--- src/rtl/paralelo_serial_pkg.sv ---
//==============================================================================
// Module      : paralelo_serial_pkg
// Description : Shared constants and state type for the parallel-to-serial
//               comma-framed transmitter.
// Revision    : 1.0 - initial release
//==============================================================================
`default_nettype none
`timescale 1ns/1ps

package paralelo_serial_pkg;

   // Comma byte: sent during sync and whenever no payload byte is waiting
   localparam logic [7:0] COMMA = 8'hBC;

   // Bit position counter width (8 bits per byte)
   localparam int BIT_CNT_W = 3;

   // Bit counter value that marks a byte boundary
   localparam logic [BIT_CNT_W-1:0] c_bit_last = 3'd7;

   // Transmitter phases
   typedef enum logic [0:0] {
      SYNC = 1'b0,
      RUN  = 1'b1
   } state_t;

endpackage : paralelo_serial_pkg

`default_nettype wire

--- src/rtl/paralelo_serial_if.sv ---
//==============================================================================
// Module      : paralelo_serial_if
// Description : Byte handshake and serial output bundle of paralelo_serial.
//               With PARALELO_SERIAL_IDLE_CNT_EN defined the bundle also
//               carries the idle byte counter.
// Revision    : 1.0 - initial release
//==============================================================================
`default_nettype none
`timescale 1ns/1ps

interface paralelo_serial_if;

   logic [7:0] data_in;
   logic       valid_in;
   logic       ready_out;
   logic       data_out;
   logic       active;
`ifdef PARALELO_SERIAL_IDLE_CNT_EN
   logic [7:0] idle_count;

   // Byte source side
   modport master (
      output data_in,
      output valid_in,
      input  ready_out,
      input  data_out,
      input  active,
      input  idle_count
   );

   // Transmitter side
   modport slave (
      input  data_in,
      input  valid_in,
      output ready_out,
      output data_out,
      output active,
      output idle_count
   );
`else
   // Byte source side
   modport master (
      output data_in,
      output valid_in,
      input  ready_out,
      input  data_out,
      input  active
   );

   // Transmitter side
   modport slave (
      input  data_in,
      input  valid_in,
      output ready_out,
      output data_out,
      output active
   );
`endif

endinterface : paralelo_serial_if

`default_nettype wire

--- src/rtl/paralelo_serial_shift_reg.sv ---
//==============================================================================
// Module      : ps_shift_reg
// Description : 8-bit load / shift-left register; the MSB is the serial
//               output. Loads take priority, every other edge shifts.
// Revision    : 1.0 - initial release
//==============================================================================
`default_nettype none
`timescale 1ns/1ps

module ps_shift_reg (
   input  wire logic       clk,
   input  wire logic       rst,
   input  wire logic       i_load,
   input  wire logic [7:0] i_data,
   output logic            o_msb
);

   logic [7:0] r_sr;

   // Load a new byte at a boundary, otherwise shift one bit towards the MSB
   always_ff @(posedge clk or posedge rst) begin
      if (rst) begin
         r_sr <= 8'h00;
      end else if (i_load) begin
         r_sr <= i_data;
      end else begin
         r_sr <= {r_sr[6:0], 1'b0};
      end
   end

   assign o_msb = r_sr[7];

endmodule : ps_shift_reg

`default_nettype wire

--- src/rtl/paralelo_serial.sv ---
//==============================================================================
// Module      : paralelo_serial
// Description : Parallel-to-serial transmitter. After reset sends SYNC_COMMAS
//               comma bytes (0xBC), then accepts payload bytes through a
//               one-deep hold register and serialises them MSB first. Slots
//               with no payload carry a comma.
//               Optional macro PARALELO_SERIAL_IDLE_CNT_EN adds a saturating
//               count of comma bytes sent while running.
// Revision    : 1.0 - initial release
//==============================================================================
`default_nettype none
`timescale 1ns/1ps

module paralelo_serial
   import paralelo_serial_pkg::*;
#(
   parameter int SYNC_COMMAS = 4   // legal range 1..7
) (
   input  wire logic        clk_32f,
   input  wire logic        reset,
   paralelo_serial_if.slave bus
);

   localparam logic [BIT_CNT_W-1:0] c_last_comma = BIT_CNT_W'(SYNC_COMMAS - 1);

   state_t                 r_state;
   state_t                 w_state_nxt;
   logic [BIT_CNT_W-1:0]   r_bit_cnt;
   logic [BIT_CNT_W-1:0]   r_comma_cnt;
   logic [7:0]             r_hold;
   logic                   r_hold_valid;

   logic                   w_boundary;
   logic                   w_ready;
   logic                   w_accept;
   logic                   w_load_data;
   logic [7:0]             w_load_byte;
   logic                   w_msb;

   assign w_boundary  = (r_bit_cnt == c_bit_last);
   assign w_ready     = (r_state == RUN) && !r_hold_valid;
   assign w_accept    = bus.valid_in && w_ready;
   // Only a byte held before this edge may be loaded; one accepted on the
   // boundary edge itself waits for the next slot.
   assign w_load_data = w_boundary && (r_state == RUN) && r_hold_valid;
   assign w_load_byte = w_load_data ? r_hold : COMMA;

   // State register
   always_ff @(posedge clk_32f or posedge reset) begin
      if (reset) begin
         r_state <= SYNC;
      end else begin
         r_state <= w_state_nxt;
      end
   end

   // Next state: leave SYNC on the boundary that loads the last sync comma
   always_comb begin
      w_state_nxt = r_state;
      case (r_state)
         SYNC: begin
            if (w_boundary && (r_comma_cnt == c_last_comma)) begin
               w_state_nxt = RUN;
            end
         end
         RUN: begin
            w_state_nxt = RUN;
         end
         default: begin
            w_state_nxt = SYNC;
         end
      endcase
   end

   // Bit position within the current byte; wraps 7 -> 0
   always_ff @(posedge clk_32f or posedge reset) begin
      if (reset) begin
         r_bit_cnt <= c_bit_last;
      end else begin
         r_bit_cnt <= r_bit_cnt + BIT_CNT_W'(1);
      end
   end

   // Count the sync commas loaded so far
   always_ff @(posedge clk_32f or posedge reset) begin
      if (reset) begin
         r_comma_cnt <= '0;
      end else if (w_boundary && (r_state == SYNC)) begin
         r_comma_cnt <= r_comma_cnt + BIT_CNT_W'(1);
      end
   end

   // One-deep hold register: capture on handshake, release on load
   always_ff @(posedge clk_32f or posedge reset) begin
      if (reset) begin
         r_hold       <= 8'h00;
         r_hold_valid <= 1'b0;
      end else if (w_accept) begin
         r_hold       <= bus.data_in;
         r_hold_valid <= 1'b1;
      end else if (w_load_data) begin
         r_hold_valid <= 1'b0;
      end
   end

`ifdef PARALELO_SERIAL_IDLE_CNT_EN
   logic [7:0] r_idle_cnt;

   // Saturating count of comma bytes sent while running
   always_ff @(posedge clk_32f or posedge reset) begin
      if (reset) begin
         r_idle_cnt <= 8'h00;
      end else if (w_boundary && (r_state == RUN) && !r_hold_valid
                   && (r_idle_cnt != 8'hFF)) begin
         r_idle_cnt <= r_idle_cnt + 8'd1;
      end
   end

   assign bus.idle_count = r_idle_cnt;
`endif

   ps_shift_reg u_shift_reg (
      .clk    (clk_32f),
      .rst    (reset),
      .i_load (w_boundary),
      .i_data (w_load_byte),
      .o_msb  (w_msb)
   );

   assign bus.data_out  = w_msb;
   assign bus.active    = (r_state == RUN);
   assign bus.ready_out = w_ready;

endmodule : paralelo_serial

`default_nettype wire

--- src/flat_wrapper.sv ---
// flat-port wrapper written by rule: the top's interface ports become plain ports
module paralelo_serial_flat import paralelo_serial_pkg::*;
#(
   parameter int SYNC_COMMAS = 4                      
)
  (clk_32f, reset, bus_data_in, bus_valid_in, bus_ready_out, bus_data_out, bus_active);
  paralelo_serial_if bus_i ();
  input  wire logic clk_32f;
  input  wire logic reset;
  input wire logic [$bits(bus_i.data_in)-1:0] bus_data_in;
  input wire logic [$bits(bus_i.valid_in)-1:0] bus_valid_in;
  output wire logic [$bits(bus_i.ready_out)-1:0] bus_ready_out;
  output wire logic [$bits(bus_i.data_out)-1:0] bus_data_out;
  output wire logic [$bits(bus_i.active)-1:0] bus_active;
  assign bus_i.data_in = bus_data_in;
  assign bus_i.valid_in = bus_valid_in;
  assign bus_ready_out = bus_i.ready_out;
  assign bus_data_out = bus_i.data_out;
  assign bus_active = bus_i.active;
  paralelo_serial #(.SYNC_COMMAS(SYNC_COMMAS)) u_core (.clk_32f(clk_32f), .reset(reset), .bus(bus_i));
endmodule
--- config.mk ---
export PLATFORM = sky130hd
export DESIGN_NAME = paralelo_serial_flat
export DESIGN_NICKNAME = d
export VERILOG_FILES = /design/src/rtl/paralelo_serial_pkg.sv /design/src/rtl/paralelo_serial_if.sv /design/src/rtl/paralelo_serial_shift_reg.sv /design/src/rtl/paralelo_serial.sv /design/src/flat_wrapper.sv
export SDC_FILE = /design/constraint.sdc
export NUM_CORES = 1
export LEC_CHECK = 0
export CORE_MARGIN = 10
export CORE_UTILIZATION = 46
export CTS_CLUSTER_DIAMETER = 40
export DETAILED_ROUTE_END_ITERATION = 10
export PLACE_DENSITY = 0.69
export SYNTH_ARGS = -nofsm -noshare
export SYNTH_HDL_FRONTEND = slang
export SYNTH_SLANG_ARGS = --single-unit
--- constraint.sdc ---
create_clock -name clk_32f -period 1.5 [get_ports clk_32f]
set_input_delay 0.3 -clock clk_32f [delete_from_list [all_inputs] [get_ports clk_32f]]
set_output_delay 0.3 -clock clk_32f [all_outputs]
set_load 0.1 [all_outputs]
# Word-level counts from Yosys, hierarchy flattened
# Index checks and enable logic that the tools add are counted.
[word_totals] regBits=24 latch_bits=0 mem_bits_rw=0 rom_bits=0 inputBits=11 memories=0
[op_classes] add_sub_neg=2 multipliers=0 div_mod_pow=0 order_cmp=0 n_eq_ne=2 n_shift=0 mux=6 bitwise=1 n_reduce_logical=8
[op_table] op="$mux 8" n=2
[op_table] op="$add 3x1->3 const B" n=2
[op_table] op="$logic_and 1x1->1" n=6
[op_table] op="$eq 3x2->1 const B" n=1
[op_table] op="$eq 3x3->1 const B" n=1
[op_table] op="$mux 1" n=3
[op_table] op="$pmux 1 s2" n=1
[op_table] op="$reduce_bool 2->1" n=1
[op_table] op="$logic_not 1->1" n=1
[op_table] op="$not 1->1" n=1

# Depth between registers and ports, before layout
# Gate-level depths: netlist of the first run.
[depth] word_depth=5 mapped_depth=6 ltp_nobuf=4

# By module
# Synthesis of the first run repeated with hierarchy kept, for this count alone.
[unflattened] hier_cells=68 hier_area_um2=1014.7
[by_module_without_submodules] mod="paralelo_serial" n_inst=1 cells_each=50 area_per_inst_um2=686.9 seq_area_each_um2=404.1
[by_module_without_submodules] mod="ps_shift_reg" n_inst=1 cells_each=18 area_per_inst_um2=327.8 seq_area_each_um2=200.2

# Worst setup path after synthesis of the first run
# No wires, ideal clock.
[synth_timing] kind="reg-to-output" from="register u_core.r_state, in the netlist u_core.bus.active" to="output bus_ready_out" t_arrival_ps=2518 t_required_ps=1200 slack_ps=-1318 stages_incl_launch_ff=3 path_cell_list="dfrtp_1 buf_6 nor2b_1"
[synth_between] elab_chain_len=1
[synth_lines] item="from (decl)" line="paralelo_serial.sv:26" source="state_t r_state;"
[synth_lines] item="from (signal assigned)" line="paralelo_serial.sv:53" source="r_state <= w_state_nxt;"
[synth_lines] item="$logic_and 1x1->1" line="paralelo_serial.sv:41" source="assign w_ready = (r_state == RUN) && !r_hold_valid;"
[synth_lines] item="to (decl)" line="flat_wrapper.sv:12" source="output wire logic [$bits(bus_i.ready_out)-1:0] bus_ready_out;"
# No other way between the ends.

# Worst setup path after layout of the first run
# Same ends and word-level chain as after synthesis.

==> out/metrics.yaml, run 1 <==
run_status:
  status: "finished, final reports clean"
die:
  rows: 16
  initial_core_util_pct: 49.0
  die_x_um: 66.2
  ios: 14
  die_y_um: 66.2
  core-area_um2: 2000
  die_area_um2: 4380
final_layout:
  fin_cells: 120
  multi_input_area_um2: 349
  final_util_pct: 64.5
  num_antenna_cells: 0
  fin_area_um2: 1290
  area_growth_pct: 31.6
  fillCellCount: 159
  nets: 109
  regArea_um2: 608
  final_layout_size_suffix_gt1_share_pct: 32.3
sta:
  finalWorstSetupSlack_ps: 47.0
  worstMarginPinSlew_ps: 298
  max_freq_mhz: 688
  finalClockSkew_ps: 13.1
  fin_crit_sh_pct: 96.9
  fin_crit_ps: 1450
  setup_viol: 0
  rsz0062_at_grt: "false"
  setup-tns-final_ps: 0
  hold_slack_ps: 303
  hold_viol_final: 0
  slew_headroom_pct: 80.2
  timing_max_transition_violations_final: 0
pwr:
  vdd_ir_drop_max_uv: 891
  totalPowerFinal_mw: 1.37
  powerDensity_nw_per_um2: 1060
  power.leakage_nw: 0.613
drt:
  vias: 595
  drt_iter0_markers: 23
  post_drt_wl_per_cell_um: 13.5
  totalWireLength_mm: 1.62
  drt-vias-per-instance: 4.96
  ant_nets: 0
  drc: 0
  drt_pre_antenna_iters: 4
clock_network:
  clk_latency_ps: 320
  cts_made_buffers: 3
  cts.clk_slew.worst_paths_ps: 130
  cts_buffer_depth: 2
  h-tree-depth: 1
  cts_root_buffer: "clkbuf_4"
  cts_hold_buf: 0
  cts_tree: "built"
  cts_sinks: 24
  cts_resized: 0
  cts_setup_buffers: 2
placed_design:
  dp_hpwl_mm: 1.15
  place_ws_ps: 82.4
  port_buffers: 13
  dp.cells: 114
  gp_congestion: 0.703
  dpl-instance-area_um2: 1210
synth:
  ys_async_sr_fraction_pct: 100
  ys_seq_elements: 24
  synth_cell_types: 21
  syn_inst: 75
  synth_compound_area_share_pct: 5.99
  synth_seq_area_share_pct: 61.6
  ys_warn_count: 0
  synth_top_family_by_area: "multiplexers"
  avgSynthCellArea_um2: 13.1
  yosysMostFrequentCell: "dfrtp_1"
  yosys_most_used_dff: "dfrtp_1"
  synth-edff-count: 0
  synth-xor-area-share_pct: 0.893
  yosys.area.top_type: "dfrtp_1"
  synth_adder_area_share_pct: 5.10
  synth_top_area_share_pct: 53.6
  synth_commonest_cells: "dfrtp_1 (21), inv_1 (10), mux2_2 (9), a31oi_1 (5), nor2_1 (5)"
  synth_mux_area_share_pct: 11.4
  synth_area_um2: 981
  synth_nets: 90
  yosys.area_share.simple_pct: 8.55
  synth.area.top_cells: "dfrtp_1 (54%), mux2_2 (10%), dfstp_2 (8.0%)"
setup_path:
  crit_arrival_ps: 1150
  worst-path-buf-inv: 1
  cp-end-kind: "output port"
  crit_fanout: 3
  crit_required_ps: 1200
  critical_path.top_delay_family: "flip-flops"
  crit_path_start_kind: "flop"
  cpPeakStageDelay_ps: 520
  cpMaxStageDelayCell: "dfrtp_4"
  crit_chain: "nor2b_4 -> buf_12"
  path_class: "flop to output port"
global_routing:
  grt_max_degree: 25
  grt_pass1_vias: 619
  grt_overflow_total: 0
  grt_first_pass_wirelength_mm: 2.93
  track_usage_pct: 8.72
  antenna_found_initial: 0
worst_hold_path:
  hold_class: "input port to asynchronous set/reset pin"
flow_run:
  max_cap_violations: 0
-- logic make-up after synthesis --
logic type / Yosys count
buf+inv: 14
compound gates: 10
flops: 24
simple gates: 12
xor+xnor: 1
fa+ha+maj: 4
mux: 10
-- layout by cell type, fill, tap and decap left out, types with 2 or more instances in the layout --
| master | n |
|---|---|
| o21ai_0 | 2 |
| ha_4 | 2 |
| a31oi_1 | 5 |
| a21oi_1 | 2 |
| buf_4 | 4 |
| dfstp_2 | 3 |
| mux2_2 | 8 |
| ha_1 | 2 |
| dfrtp_1 | 20 |
| buf_12 | 4 |
| clkdlybuf4s50_1 | 10 |
| inv_1 | 10 |
| nor2_1 | 5 |
| nor2b_4 | 2 |
| clkbuf_4 | 3 |
| nand4_1 | 2 |
-- path summary, 6_finish.rpt --
kind                            slack [ps]                    end           startpoint  cells after the start
worst max-delay path                    50          bus_ready_out    u_core.bus.active                      2
worst min-delay path                   300  u_core.r_comma_cnt[1]                reset                      3
worst max register to register         130  u_core.r_comma_cnt[2]  u_core.r_bit_cnt[1]                      5
worst min register to register         470    u_core.r_bit_cnt[0]  u_core.r_bit_cnt[0]                      1
max in group asynchronous              900    u_core.r_bit_cnt[1]                reset                      3
min in group clk_32f                   470    u_core.r_bit_cnt[0]  u_core.r_bit_cnt[0]                      1
-- routing by layer --
metal | routed length (um) | vias up | global-route usage, %
li1 | - | 287 | -
met1 | 715 | 289 | 10.7
met2 | 752 | 14 | 12.6
met3 | 115 | 5 | 4.24
met4 | 33 | 0 | 3.93
met5 | 0 | - | 0
-- cell type report --
| type | count | area share, % |
|---|---|---|
| flip-flops and latches | 24 | 47.1 |
| inverters | 10 | 2.91 |
| clock buffers | 3 | 1.74 |
| well taps | 27 | 2.62 |
| repair buffers | 18 | 16.3 |
| clock inverters | 1 | 2.33 |
| multi-input cells | 37 | 27.0 |
-- where the power goes --
group | total, mW | leakage (nW) | switching, mW | internal [mW]
clock network | 0.461 | 0.0279 | 0.191 | 0.270
registers | 0.730 | 0.280 | 0.0262 | 0.704
logic | 0.181 | 0.305 | 0.0921 | 0.0891
total | 1.37 | 0.613 | 0.309 | 1.06
-- sequential cells by signal (all words and copies together) (netlist names) --
register,count
u_core.r_hold_valid,1
u_core.bus.active,1
u_core.r_comma_cnt,3
u_core.r_hold,8
u_core.u_shift_reg.r_sr,8
u_core.r_bit_cnt,3
-- worst reg2reg max path, delay by kind of cell, from the launching register on --
| family | cells | cell delay, ps |
|---|---|---|
| adder cells (fa/ha/maj) | 2 | 270 |
| flip-flops | 1 | 570 |
| AND/OR/NAND/NOR | 1 | 150 |
| multiplexers | 1 | 200 |
| buffers and inverters | 1 | 130 |
(Power assumes the default switching activity.)
==> run 2, diff against run 1 <==
--- a/config.mk
+++ b/config.mk
@@ -9,7 +9,8 @@
 export CORE_UTILIZATION = 46
 export CTS_CLUSTER_DIAMETER = 40
 export DETAILED_ROUTE_END_ITERATION = 10
-export PLACE_DENSITY = 0.69
+export GPL_TIMING_DRIVEN = 0
+export PLACE_DENSITY = 0.72
 export SYNTH_ARGS = -nofsm -noshare
 export SYNTH_HDL_FRONTEND = slang
 export SYNTH_SLANG_ARGS = --single-unit
==> out/metrics.yaml, run 2 (synthesis gave the netlist of run 1 again) <==
sta:
  finalClockSkew_ps: 3.82  # was 13.1 ps
  setup_viol: 1  # was 0
  hold_slack_ps: 460  # was 303 ps
  slew_headroom_pct: 42.1  # was 80.2%
  fin_crit_ps: 1510  # was 1450 ps
  timing_max_transition_violations_final: 0  # unchanged
  fin_crit_sh_pct: 101  # was 96.9%
  finalWorstSetupSlack_ps: -10.4  # was 47.0 ps
  max_freq_mhz: 662  # was 688 MHz
  hold_viol_final: 0  # unchanged
  rsz0062_at_grt: "true"  # was false
  worstMarginPinSlew_ps: 868  # was 298 ps
pwr:
  power.leakage_nw: 0.594  # was 0.613 nW
  powerDensity_nw_per_um2: 988  # was 1060 nW/um^2
  p_sw_share_pct: 24.4  # was 22.5%
  clkPwrFrac_pct: 26.7  # was 33.6%
  p_comb_share_pct: 13.8  # was 13.2%
  vdd_ir_drop_max_uv: 597  # was 891 uV
  p_seq_share_pct: 59.4  # was 53.2%
  totalPowerFinal_mw: 1.23  # was 1.37 mW
  p_sw_uw: 300  # was 309 uW
  internal_power_uw: 927  # was 1.06 mW
final_layout:
  fin_area_um2: 1240  # was 1290 um^2
  area_growth_pct: 26.7  # was 31.6%
  fillCellCount: 161  # was 159
  num_antenna_cells: 0  # unchanged
  reg_top3: "u_core.r_hold (8), u_core.u_shift_reg.r_sr (8)"  # unchanged
  nets: 110  # was 109
  final_layout_size_suffix_gt1_share_pct: 33.0  # was 32.3%
  most-common-layout-cells: "dfrtp_1 (20), inv_1 (10), clkdlybuf4s50_1 (10)"  # unchanged
  regArea_um2: 608  # unchanged
  multi_input_area_um2: 349  # unchanged
  mostFrequentLayoutCell: "dfrtp_1"  # unchanged
drt:
  totalWireLength_mm: 1.73  # was 1.62 mm
  drc: 0  # unchanged
  drt_pre_antenna_iters: 4  # unchanged
  ant_nets: 0  # unchanged
  post_drt_wl_per_cell_um: 14.3  # was 13.5 um
  vias: 586  # was 595
  drt-vias-per-instance: 4.84  # was 4.96
  drt_iter0_markers: 7  # was 23
setup_path:
  path_class: "flop to output port"  # unchanged
  crit_path_start_kind: "flop"  # unchanged
  cp-end-kind: "output port"  # unchanged
  crit_required_ps: 1200  # about the same
  crit_arrival_ps: 1210  # was 1150 ps
  crit_fanout: 2  # was 3
die:
  core-area_um2: 2000  # unchanged
  initial_core_util_pct: 49.0  # unchanged
  ios: 14  # unchanged
  die_x_um: 66.2  # unchanged
  die_y_um: 66.2  # unchanged
  die_area_um2: 4380  # unchanged
  rows: 16  # unchanged
clock_network:
  h-tree-depth: 1  # unchanged
  cts_root_buffer: "clkbuf_4"  # unchanged
  cts_made_buffers: 3  # unchanged
  cts_tree: "built"  # unchanged
  cts_buffer_depth: 2  # unchanged
  cts.clk_slew.worst_paths_ps: 120  # was 130 ps
  cts_sinks: 24  # unchanged
  clk_latency_ps: 300  # was 320 ps
global_routing:
  grt_overflow_total: 0  # unchanged
  grt_first_pass_wirelength_mm: 3.05  # was 2.93 mm
  track_usage_pct: 9.09  # was 8.72%
  grt_pass1_vias: 694  # was 619
  grt_max_degree: 25  # unchanged
  antenna_found_initial: 0  # unchanged
placed_design:
  dpl-instance-area_um2: 1190  # was 1210 um^2
  place_ws_ps: -601  # was 82.4 ps
  port_buffers: 13  # unchanged
  gp_congestion: 0.680  # was 0.703
  dp_hpwl_mm: 1.27  # was 1.15 mm
flow_run:
  max_cap_violations: 0  # unchanged
worst_hold_path:
  hold_class: "input port to asynchronous set/reset pin"  # unchanged
run_status:
  status: "complete, but fails checks"  # was finished, final reports clean
  failed_checks: "negative setup slack"
run 2: cell count changes in the layout (fill, tap and decap cells not counted), sizes merged:
cell    change
bufinv      -1
clkbuf      +2
run 2: repair_timing:
item	in CTS	in global routing
pin swaps	0	1
setup endpoints to repair	4	3
resized for setup	19	1
setup buffers	1	2
hold buffers	0	0
run 2: worst paths after layout:
path | cells past startpoint | to | start | slack (ps)
max | 3 | bus_ready_out | u_core.bus.active | -10
min | 2 | u_core.r_hold[2] | reset | 460
max reg2reg | 4 | u_core.r_comma_cnt[1] | u_core.r_bit_cnt[0] | 60
min reg2reg | 1 | u_core.r_bit_cnt[0] | u_core.r_bit_cnt[0] | 480
max in group asynchronous | 2 | u_core.bus.active | reset | 420
min in group clk_32f | 1 | u_core.r_bit_cnt[0] | u_core.r_bit_cnt[0] | 480
run 2: cell type report:
class / instances / share of cell area (%)
Buffer: 3 / 2.01
Tap cell: 27 / 2.72
Timing Repair Buffer: 16 / 12.3
Multi-Input combinational cell: 37 / 28.1
Inverter: 10 / 3.02
Sequential cell: 24 / 48.9
Clock buffer: 4 / 2.92
run 2: worst max-delay path, stage by stage (launching register included):
cell and delay [ps]:
dfrtp_4 500, buf_8 120, nor2b_4 120, buf_12 170
run 2: layer usage:
layer	part of all wire (%)	GRT usage, %	routed length (um)
met3	4.4	2.71	76
met4	1.7	5.50	29
met1	42	9.05	722
met2	52	16.1	904
met5	0	0	0
run 2: metrics by stage:
step | util (%) | instances | TNS, ps
global placement | 59.5 | 115 | -1200
detailed placement | 59.5 | 115 | -1260
CTS | 61.1 | 119 | -62.9
finish | 62.1 | 121 | -10.4
floorplan | - | 75 | -117
global route | 62.1 | 121 | -86.2
run 2: power by group through the flow:
stage,Combinational [mW],Sequential (mW),Clock (mW)
after floorplan,0.0870,0.764,0
after global placement,0.166,0.738,0
after detailed placement,0.172,0.743,0
after CTS,0.173,0.730,0.347
after global routing,0.187,0.735,0.375
final,0.170,0.729,0.328
==> run 3, diff against run 2 <==
--- a/config.mk
+++ b/config.mk
@@ -11,6 +11,7 @@
 export DETAILED_ROUTE_END_ITERATION = 10
 export GPL_TIMING_DRIVEN = 0
 export PLACE_DENSITY = 0.72
+export SETUP_SLACK_MARGIN = 0.02
 export SYNTH_ARGS = -nofsm -noshare
 export SYNTH_HDL_FRONTEND = slang
 export SYNTH_SLANG_ARGS = --single-unit
==> out/metrics.yaml, run 3 (synthesis gave the netlist of run 1 again) <==
final_layout:
  final_util_pct: 61.9  # was 62.1%
  nets: 110  # unchanged
  regArea_um2: 608  # unchanged
  multi_input_area_um2: 349  # unchanged
  fillCellCount: 158  # was 161
  reg_top3: "u_core.r_hold (8), u_core.u_shift_reg.r_sr (8)"  # unchanged
  fin_area_um2: 1240  # about the same
  most-common-layout-cells: "dfrtp_1 (20), inv_1 (10), clkdlybuf4s50_1 (10)"  # unchanged
  final_layout_size_suffix_gt1_share_pct: 33.0  # unchanged
  area_growth_pct: 26.3  # was 26.7%
  num_antenna_cells: 0  # unchanged
  fin_cells: 121  # unchanged
  mostFrequentLayoutCell: "dfrtp_1"  # unchanged
global_routing:
  grt_pass1_vias: 695  # was 694
  grt_max_degree: 25  # unchanged
  antenna_found_initial: 0  # unchanged
  track_usage_pct: 9.09  # unchanged
  grt_first_pass_wirelength_mm: 3.05  # unchanged
  grt_overflow_total: 0  # unchanged
setup_path:
  crit_start: "u_core.bus.active"  # unchanged
  crit_required_ps: 1200  # about the same
  path_class: "flop to output port"  # unchanged
  crit_arrival_ps: 1210  # about the same
  cp-end-kind: "output port"  # unchanged
  rrSetupSlack_ps: 60  # about the same
  crit_path_start_kind: "flop"  # unchanged
  reg2reg_to: "u_core.r_comma_cnt[1]"  # unchanged
  reg2reg_from: "u_core.r_bit_cnt[0]"  # unchanged
  crit_fanout: 2  # unchanged
  r2r.worst_path.cells: 4  # unchanged
clock_network:
  h-tree-depth: 1  # unchanged
  cts_buffer_depth: 2  # unchanged
  cts_sinks: 24  # unchanged
  cts.clk_slew.worst_paths_ps: 120  # about the same
  cts_tree: "built"  # unchanged
  clk_latency_ps: 300  # about the same
  cts_made_buffers: 3  # unchanged
  cts_hold_buf: 0  # unchanged
  cts_root_buffer: "clkbuf_4"  # unchanged
placed_design:
  port_buffers: 13  # unchanged
  dp.cells: 115  # unchanged
  dp_hpwl_mm: 1.27  # unchanged
  gp_congestion: 0.680  # unchanged
  dpl-instance-area_um2: 1190  # unchanged
drt:
  ant_nets: 0  # unchanged
  post_drt_wl_per_cell_um: 14.1  # was 14.3 um
  vias: 592  # was 586
  drt_iter0_markers: 8  # was 7
  drt-vias-per-instance: 4.89  # was 4.84
  drt_pre_antenna_iters: 3  # was 4
  totalWireLength_mm: 1.71  # was 1.73 mm
  drc: 0  # unchanged
die:
  die_area_um2: 4380  # unchanged
  core-area_um2: 2000  # unchanged
  die_x_um: 66.2  # unchanged
  die_y_um: 66.2  # unchanged
  initial_core_util_pct: 49.0  # unchanged
  ios: 14  # unchanged
  rows: 16  # unchanged
pwr:
  p_comb_share_pct: 13.8  # about the same
  clkPwrFrac_pct: 26.7  # about the same
  vdd_ir_drop_max_uv: 592  # was 597 uV
  internal_power_uw: 927  # about the same
  p_seq_share_pct: 59.5  # was 59.4%
  powerDensity_nw_per_um2: 989  # was 988 nW/um^2
  power.leakage_nw: 0.592  # was 0.594 nW
  p_sw_uw: 298  # was 300 uW
  p_sw_share_pct: 24.3  # was 24.4%
  totalPowerFinal_mw: 1.23  # about the same
sta:
  hold_viol_final: 0  # unchanged
  finalWorstSetupSlack_ps: -5.23  # was -10.4 ps
  fin_crit_sh_pct: 100  # was 101%
  timing_max_transition_violations_final: 0  # unchanged
  fin_crit_ps: 1510  # about the same
  worstMarginPinSlew_ps: 867  # was 868 ps
  slew_headroom_pct: 42.2  # was 42.1%
  rsz0062_at_grt: "true"  # unchanged
  max_freq_mhz: 664  # was 662 MHz
  finalClockSkew_ps: 1.14  # was 3.82 ps
  setup_viol: 1  # unchanged
run_status:
  failed_checks: "negative setup slack"  # unchanged
  status: "complete, but fails checks"  # unchanged
flow_run:
  max_cap_violations: 0  # unchanged
worst_hold_path:
  hold_class: "input port to asynchronous set/reset pin"  # unchanged
[run 3: timing repair]
item | CTS | global route
pin swaps | 1 | 0
gates resized for setup | 19 | 0
buffers inserted | 2 | 1
setup endpoints to repair | 4 | 3
[run 3: final cells by class]
class / instances / area share (%)
Tap cell: 27 / 2.73
Timing Repair Buffer: 16 / 12.3
Inverter: 10 / 3.03
Clock buffer: 4 / 2.93
Multi-Input combinational cell: 37 / 28.2
Buffer: 3 / 1.72
Sequential cell: 24 / 49.1
[run 3: power by group through the flow]
stage               clock [mW]  combinational, mW  sequential (mW)
finish                   0.327              0.169            0.729
global route             0.375              0.186            0.735
floorplan                    0             0.0870            0.764
global placement             0              0.166            0.738
CTS                      0.347              0.173            0.730
detailed placement           0              0.172            0.743
[run 3: per-stage QoR]
step | setup slack (ps) | hold slack, ps | TNS (ps)
floorplan | -117 | 312 | -117
global placement | -598 | 443 | -1200
detailed placement | -601 | 450 | -1260
CTS | -22.4 | 480 | -22.4
global route | -56.7 | 500 | -62.6
finish | -5.23 | 459 | -5.23
[run 3: per-layer routing]
metal  share of wire (%)  routed length [um]  vias to the layer above  GRT usage (%)
li1                    -                   -                      288              -
met1                  42                 716                      290           9.05
met2                  52                 890                       10           16.1
met3                 4.2                  72                        4           2.71
met4                 1.7                  29                        0           5.50
met5                   0                   0                        -              0
[run 3: worst max-delay path: stages, from the launching register on]
cell,delay (ps)
dfrtp_4,490
buf_6,120
nor2b_4,120
buf_12,170
[run 3: worst max path at each step]
stage                          to  slack, ps  depth (start not counted)
floorplan           bus_ready_out       -120                          2
detailed placement  bus_ready_out       -600                          3
global placement    bus_ready_out       -600                          3
global route        bus_ready_out        -60                          3
CTS                 bus_ready_out        -20                          3
finish              bus_ready_out         -5                          3
